<file path="src/rtl/hazard_ctrl_pkg.sv">
// Shared types and constants for the pipeline hazard/flow controller.
package hazard_ctrl_pkg;

  // Flow-control FSM states
  typedef enum logic {
    RUN   = 1'b0,
    FLUSH = 1'b1
  } ctrlState_t;

  // Accumulator write-select code meaning "no write"
  localparam int unsigned SEL_NONE = 0;

  // Depth of the per-accumulator pending-write shift register (EX, ME, WB)
  localparam int unsigned PEND_W = 3;

  // Stage positions inside the pending-write shift register
  localparam logic [1:0] STG_EX = 2'd0;
  localparam logic [1:0] STG_ME = 2'd1;
  localparam logic [1:0] STG_WB = 2'd2;

endpackage

</file>
<file path="src/rtl/hazard_ctrl_if.sv">
// Decoder-side bundle between the ID stage and the hazard controller.
interface hazard_ctrl_if #(
  parameter int unsigned SEL_W = 2,
  parameter int unsigned CNT_W = 16
);

  logic [SEL_W-1:0] iSelA;
  logic [SEL_W-1:0] iSelB;
  logic             iReadA;
  logic             iReadB;
  logic             iFlagA;
  logic             iFlagB;
  logic             iJmpEnable;
  logic             iBranchEnable;
  logic             oPcEnable;
  logic             oIfIdEnable;
  logic             oBubble;
  logic             oFlush;
  logic [CNT_W-1:0] oStallCount;

  // Decoder / pipeline side
  modport master (
    output iSelA, iSelB, iReadA, iReadB, iFlagA, iFlagB,
    output iJmpEnable, iBranchEnable,
    input  oPcEnable, oIfIdEnable, oBubble, oFlush, oStallCount
  );

  // Hazard controller side
  modport slave (
    input  iSelA, iSelB, iReadA, iReadB, iFlagA, iFlagB,
    input  iJmpEnable, iBranchEnable,
    output oPcEnable, oIfIdEnable, oBubble, oFlush, oStallCount
  );

endinterface

</file>
<file path="src/rtl/hazard_ctrl_scoreboard.sv">
// Pending-write tracker for one accumulator: a write issued from ID walks
// through EX, ME and WB; readers and flag tests are checked against it.
module hazard_scoreboard
  import hazard_ctrl_pkg::*;
#(
  parameter int unsigned SEL_W = 2
) (
  input  logic             Clock,
  input  logic             Reset,
  input  logic             iIssue,
  input  logic [SEL_W-1:0] iSel,
  input  logic             iRead,
  input  logic             iFlag,
  output logic             oDataHazard,
  output logic             oFlagHazard
);

  logic [PEND_W-1:0] pend;

  // Advance in-flight writes one stage per cycle; enter EX only on a real issue
  always_ff @(posedge Clock) begin
    if (Reset) begin
      pend <= '0;
    end else begin
      pend[STG_WB] <= pend[STG_ME];
      pend[STG_ME] <= pend[STG_EX];
      pend[STG_EX] <= iIssue & (iSel != SEL_W'(SEL_NONE));
    end
  end

  // Operand reads are safe once the producer is in WB (written before the
  // consumer's EX); flags only become valid after the writeback edge.
  always_comb begin
    oDataHazard = iRead & (pend[STG_EX] | pend[STG_ME]);
    oFlagHazard = iFlag & (|pend);
  end

endmodule

</file>
<file path="src/rtl/hazard_ctrl.sv">
// Pipeline hazard and flow controller for the 8-bit accumulator processor.
// Stalls IF/ID with a bubble into ID/EX on RAW hazards and squashes the
// wrong-path fetch slots after a taken jump or branch.
module hazard_ctrl
  import hazard_ctrl_pkg::*;
#(
  parameter int unsigned SEL_W        = 2,
  parameter int unsigned FLUSH_CYCLES = 1,
  parameter int unsigned CNT_W        = 16
) (
  input logic         Clock,
  input logic         Reset,
  hazard_ctrl_if.slave bus
);

  // A zero flush length still squashes one slot; the FSM needs at least one cycle
  localparam int unsigned FLUSH_LOAD = (FLUSH_CYCLES == 0) ? 1 : FLUSH_CYCLES;
  localparam int unsigned FC_W       = $clog2(FLUSH_LOAD + 1);

  ctrlState_t       state;
  logic [FC_W-1:0]  flushCnt;
  logic [CNT_W-1:0] stallCount;

  logic dataHazA;
  logic dataHazB;
  logic flagHazA;
  logic flagHazB;
  logic flushing;
  logic stall;
  logic issue;
  logic redirect;

  hazard_scoreboard #(
    .SEL_W (SEL_W)
  ) u_sbA (
    .Clock       (Clock),
    .Reset       (Reset),
    .iIssue      (issue),
    .iSel        (bus.iSelA),
    .iRead       (bus.iReadA),
    .iFlag       (bus.iFlagA),
    .oDataHazard (dataHazA),
    .oFlagHazard (flagHazA)
  );

  hazard_scoreboard #(
    .SEL_W (SEL_W)
  ) u_sbB (
    .Clock       (Clock),
    .Reset       (Reset),
    .iIssue      (issue),
    .iSel        (bus.iSelB),
    .iRead       (bus.iReadB),
    .iFlag       (bus.iFlagB),
    .oDataHazard (dataHazB),
    .oFlagHazard (flagHazB)
  );

  // Hazard, issue and redirect decisions; a squashed slot never stalls or redirects
  always_comb begin
    flushing = (state == FLUSH);
    stall    = (dataHazA | dataHazB | flagHazA | flagHazB) & ~flushing;
    issue    = ~stall & ~flushing;
    redirect = (bus.iJmpEnable | bus.iBranchEnable) & issue;
  end

  // RUN/FLUSH sequencing with the squash-slot counter
  always_ff @(posedge Clock) begin
    if (Reset) begin
      state    <= RUN;
      flushCnt <= '0;
    end else begin
      case (state)
        RUN: begin
          if (redirect) begin
            state    <= FLUSH;
            flushCnt <= FC_W'(FLUSH_LOAD);
          end
        end
        FLUSH: begin
          flushCnt <= flushCnt - FC_W'(1);
          if (flushCnt <= FC_W'(1)) begin
            state <= RUN;
          end
        end
        default: begin
          state    <= RUN;
          flushCnt <= '0;
        end
      endcase
    end
  end

  // Saturating count of hazard-stall cycles
  always_ff @(posedge Clock) begin
    if (Reset) begin
      stallCount <= '0;
    end else if (stall && (stallCount != '1)) begin
      stallCount <= stallCount + CNT_W'(1);
    end
  end

  // Pipeline control, same-cycle from registered state and current decode
  always_comb begin
    bus.oPcEnable   = 1'b1;
    bus.oIfIdEnable = 1'b1;
    bus.oBubble     = 1'b0;
    bus.oFlush      = 1'b0;
    if (Reset) begin
      bus.oBubble = 1'b1;
    end else if (flushing) begin
      bus.oFlush  = 1'b1;
      bus.oBubble = 1'b1;
    end else if (stall) begin
      bus.oPcEnable   = 1'b0;
      bus.oIfIdEnable = 1'b0;
      bus.oBubble     = 1'b1;
    end
  end

  assign bus.oStallCount = stallCount;

endmodule
</file>
<file path="src/flat_wrapper.sv">
// flat-port wrapper written by rule: the top's interface ports become plain ports
module hazard_ctrl_flat import hazard_ctrl_pkg::*;
#(
  parameter int unsigned SEL_W        = 2,
  parameter int unsigned FLUSH_CYCLES = 1,
  parameter int unsigned CNT_W        = 16
)
  (Clock, Reset, bus_iSelA, bus_iSelB, bus_iReadA, bus_iReadB, bus_iFlagA, bus_iFlagB, bus_iJmpEnable, bus_iBranchEnable, bus_oPcEnable, bus_oIfIdEnable, bus_oBubble, bus_oFlush, bus_oStallCount);
  hazard_ctrl_if #(.SEL_W(SEL_W), .CNT_W(CNT_W)) bus_i ();
  input logic Clock;
  input logic Reset;
  input wire logic [$bits(bus_i.iSelA)-1:0] bus_iSelA;
  input wire logic [$bits(bus_i.iSelB)-1:0] bus_iSelB;
  input wire logic [$bits(bus_i.iReadA)-1:0] bus_iReadA;
  input wire logic [$bits(bus_i.iReadB)-1:0] bus_iReadB;
  input wire logic [$bits(bus_i.iFlagA)-1:0] bus_iFlagA;
  input wire logic [$bits(bus_i.iFlagB)-1:0] bus_iFlagB;
  input wire logic [$bits(bus_i.iJmpEnable)-1:0] bus_iJmpEnable;
  input wire logic [$bits(bus_i.iBranchEnable)-1:0] bus_iBranchEnable;
  output wire logic [$bits(bus_i.oPcEnable)-1:0] bus_oPcEnable;
  output wire logic [$bits(bus_i.oIfIdEnable)-1:0] bus_oIfIdEnable;
  output wire logic [$bits(bus_i.oBubble)-1:0] bus_oBubble;
  output wire logic [$bits(bus_i.oFlush)-1:0] bus_oFlush;
  output wire logic [$bits(bus_i.oStallCount)-1:0] bus_oStallCount;
  assign bus_i.iSelA = bus_iSelA;
  assign bus_i.iSelB = bus_iSelB;
  assign bus_i.iReadA = bus_iReadA;
  assign bus_i.iReadB = bus_iReadB;
  assign bus_i.iFlagA = bus_iFlagA;
  assign bus_i.iFlagB = bus_iFlagB;
  assign bus_i.iJmpEnable = bus_iJmpEnable;
  assign bus_i.iBranchEnable = bus_iBranchEnable;
  assign bus_oPcEnable = bus_i.oPcEnable;
  assign bus_oIfIdEnable = bus_i.oIfIdEnable;
  assign bus_oBubble = bus_i.oBubble;
  assign bus_oFlush = bus_i.oFlush;
  assign bus_oStallCount = bus_i.oStallCount;
  hazard_ctrl #(.SEL_W(SEL_W), .FLUSH_CYCLES(FLUSH_CYCLES), .CNT_W(CNT_W)) u_core (.Clock(Clock), .Reset(Reset), .bus(bus_i));
endmodule
</file>
<file path="config.mk">
export PLATFORM = sky130hd
export DESIGN_NAME = hazard_ctrl_flat
export DESIGN_NICKNAME = d
export VERILOG_FILES = /design/src/rtl/hazard_ctrl_pkg.sv /design/src/rtl/hazard_ctrl_if.sv /design/src/rtl/hazard_ctrl_scoreboard.sv /design/src/rtl/hazard_ctrl.sv /design/src/flat_wrapper.sv
export SDC_FILE = /design/constraint.sdc
export NUM_CORES = 1
export LEC_CHECK = 0
export BUFFER_PORTS_ARGS = -buffer_cell sky130_fd_sc_hd__buf_4
export CAP_MARGIN = 20
export CORE_MARGIN = 3
export CORE_UTILIZATION = 35
export DETAILED_ROUTE_END_ITERATION = 8
export HOLD_SLACK_MARGIN = 0.05
export MAX_ROUTING_LAYER = met4
export SYNTH_ARGS = -nofsm -noshare
export SYNTH_HDL_FRONTEND = slang
export SYNTH_SLANG_ARGS = --single-unit
</file>
<file path="constraint.sdc">
create_clock -name Clock -period 2.35 [get_ports Clock]
set_input_delay 0.3525 -clock Clock [delete_from_list [all_inputs] [get_ports Clock]]
set_output_delay 0.3525 -clock Clock [all_outputs]
set_load 0.01 [all_outputs]
</file>
==> flow_metrics.py <==
metrics = {
    "global_route": {
        "grt_pass1_wl_um": 4760,
        "grt_start_max_net_pins": 29,
        "grt_antenna_before_repair": 0,
        "grt_pass1_vias": 1066,
        "overflow": 0,
        "grt_usage_pct": 14.8,
    },
    "sta": {
        "clock_skew_ps": 5.72,
        "relSlewSlack_pct": 66.7,
        "setup_viol": 0,
        "rsz0062_at_grt": "false",
        "tns_ps": 0,
        "fmaxAchievable_mhz": 493,
        "min_period_ps": 2030,
        "finalHoldViolCount": 0,
        "worst_slew_pin_slew_ps": 499,
        "finalCritPeriodShare_pct": 86.2,
        "drv_slew": 0,
    },
    "synth": {
        "syn-num-nets": 144,
        "ys_types": 39,
        "ys_seq_area_share_pct": 39.8,
        "synth_area_um2": 1160,
        "synthXorXnorAreaFrac_pct": 0,
        "async_flop_share_pct": 0,
        "synth_top_family_by_area": "simple AND/OR/NAND/NOR gates",
        "synth_warnings": 0,
        "ys_ff_latch": 23,
        "synthAdderAreaFrac_pct": 1.08,
        "syn_area_per_cell_um2": 8.83,
        "synth_enable_flop_cells": 0,
        "netlist_instances": 131,
        "synth-simple-area-share_pct": 32.9,
        "synth_compound_area_share_pct": 19.1,
        "synth-main-ff-cell": "dfxtp_1",
        "synth.mux.area_fraction_pct": 1.95,
    },
    "pwr": {
        "ir_drop_mv": 0.292,
        "leakagePower_nw": 0.525,
        "p_total_mw": 0.780,
        "power_density_nw_per_um2": 541,
    },
    "routing": {
        "vias": 1124,
        "via_per_inst": 5.51,
        "wl_um": 2780,
        "wire_per_inst_um": 13.6,
        "drc_errors": 0,
        "dr.pass1.iters": 4,
        "ant_nets": 0,
        "first_iter_violations": 42,
    },
    "floorplanning": {
        "dieArea_um2": 4030,
        "die_width_um": 63.5,
        "start_util_pct": 37.3,
        "pin_count": 32,
        "rows": 20,
        "fp.dieH_um": 63.5,
        "core_um2": 3100,
    },
    "layout": {
        "finalNetCount": 174,
        "n_antenna_cell": 0,
        "drive_above_1_share_pct": 30.0,
        "synthToLayoutAreaGrowth_pct": 24.5,
    },
    "critical_path": {
        "worst-path-max-fanout": 7,
        "cp-end-kind": "register",
        "start_kind": "register",
        "arrival_ps": 2290,
        "cp.required_ps": 2620,
        "path_class": "register to register",
    },
    "worst_hold_path": {
        "hp-class": "input port to register",
    },
    "placement": {
        "numPortBuffers": 31,
        "place_congestion": 0.785,
        "hpwl_um": 2020,
    },
    "run_status": {
        "status": "complete, no violations",
    },
    "cts": {
        "clockRootBuffer": "clkbuf_4",
        "cts_inserted_buffers": 3,
        "clk_path_buf_depth": 2,
        "cts_resized": 0,
        "h-tree-depth": 1,
        "cts_setup_buffers": 0,
        "cts.sinks": 23,
        "clkLatencyLatePin_ps": 320,
        "cts_tree": "done",
        "clkTransAtPathRegs_ps": 140,
        "cts_hold_buf": 0,
    },
    "job": {
        "drv_cap": 0,
    },
}
[layout by cell type (no fill, tap or decap), types with 3 or more instances in the layout]
cell type	netlist	routed
nor4_1	4	3
or4_1	7	7
nand3_1	5	5
clkbuf_4	0	3
nor2b_1	6	6
or3_1	4	4
o31ai_1	9	9
dfxtp_1	23	23
buf_4	1	33
nand2_1	5	5
nor3_1	3	3
a21oi_1	13	13
nor2_1	11	11
nand4_1	5	5
[routing by layer]
metal | vias up | track usage (%) | part of all wire, %
met3 | 4 | 3.03 | 4.0
met5 | - | - | 0
met1 | 538 | 18.4 | 47
met2 | 21 | 23.9 | 48
met4 | 0 | 4.85 | 1.2
li1 | 561 | - | -
[synth_stat cells, types with 2 or more instances]
| library cell | instances | share of area [%] |
|---|---|---|
| nor4_1 | 4 | 2.2 |
| a311oi_1 | 2 | 1.5 |
| nand4_1 | 5 | 2.7 |
| nand2_1 | 5 | 1.6 |
| inv_1 | 2 | 0.65 |
| nor2_1 | 11 | 3.6 |
| o31ai_1 | 9 | 5.8 |
| nand3_1 | 5 | 2.2 |
| or4_1 | 7 | 4.5 |
| and3_1 | 2 | 1.1 |
| or3_1 | 4 | 2.2 |
| dfxtp_1 | 23 | 40 |
| o22ai_1 | 2 | 1.1 |
| o21ai_0 | 2 | 0.86 |
| clkbuf_1 | 2 | 0.65 |
| buf_6 | 2 | 1.9 |
| nor2b_1 | 6 | 3.2 |
| buf_2 | 3 | 1.3 |
| nor3_1 | 3 | 1.3 |
| a21oi_1 | 13 | 5.6 |
[critical path, stage by stage, from the launching register on]
cell and delay, ps:
dfxtp_1 470, ha_1 270, nand3_1 230, or2_2 380
or4_1 470, a21oi_1 150
[area by class of cell]
| cell class | count | area (um^2) |
|---|---|---|
| clock buffer | 3 | 22.5 |
| clock inverter | 1 | 5.00 |
| fill | 333 | 1660 |
| inverter | 2 | 7.51 |
| multi-input combinational | 98 | 643 |
| sequential | 23 | 460 |
| tap | 44 | 55.1 |
| timing repair buffer | 33 | 248 |
[sequential cells by signal (all words and copies together), names as in the netlist]
name and cells:
u_core.u_sbB.pend 3, u_core.u_sbA.pend 3, u_core.flushing 1, u_core.bus.oStallCount 16
[kinds of logic (layout without fill, tap and decap cells)]
family / after synthesis / count (layout)
muxes: 2 / 2
adders and majority gates: 1 / 1
AOI/OAI and AO/OA: 34 / 34
and+or+nand+nor: 61 / 61
buffers and inverters: 10 / 39
DFF: 23 / 23
[report_power, final]
group	switching [mW]	internal, mW
combinational	0.0893	0.0657
sequential	0.0193	0.411
clock	0.131	0.0638
total	0.239	0.540
[stage by stage]
| step | std cells | worst slack, ps | util, % | instance area, um^2 | hold WS, ps |
|---|---|---|---|---|---|
| 6_report | 204 | 323 | 46.5 | 1440 | 228 |
| 5_1_grt | 204 | 199 | 46.5 | 1440 | 246 |
| 4_1_cts | 204 | 318 | 46.5 | 1440 | 223 |
| 3_5_place_dp | 200 | 362 | 45.6 | 1410 | 457 |
| 3_3_place_gp | 200 | 448 | 45.6 | 1410 | 444 |
| 2_1_floorplan | 131 | 458 | - | 1160 | 438 |
[worst paths after layout]
check / from / slack (ps) / to / cells after the start
min reg2reg: u_core.u_sbB.pend[1] / 480 / u_core.u_sbB.pend[2] / 1
max reg2reg: u_core.bus.oStallCount[0] / 320 / u_core.bus.oStallCount[8] / 5
min: bus_iSelB[0] / 230 / u_core.u_sbB.pend[0] / 3
max: u_core.bus.oStallCount[0] / 320 / u_core.bus.oStallCount[8] / 5
(Power assumes the default switching activity.)
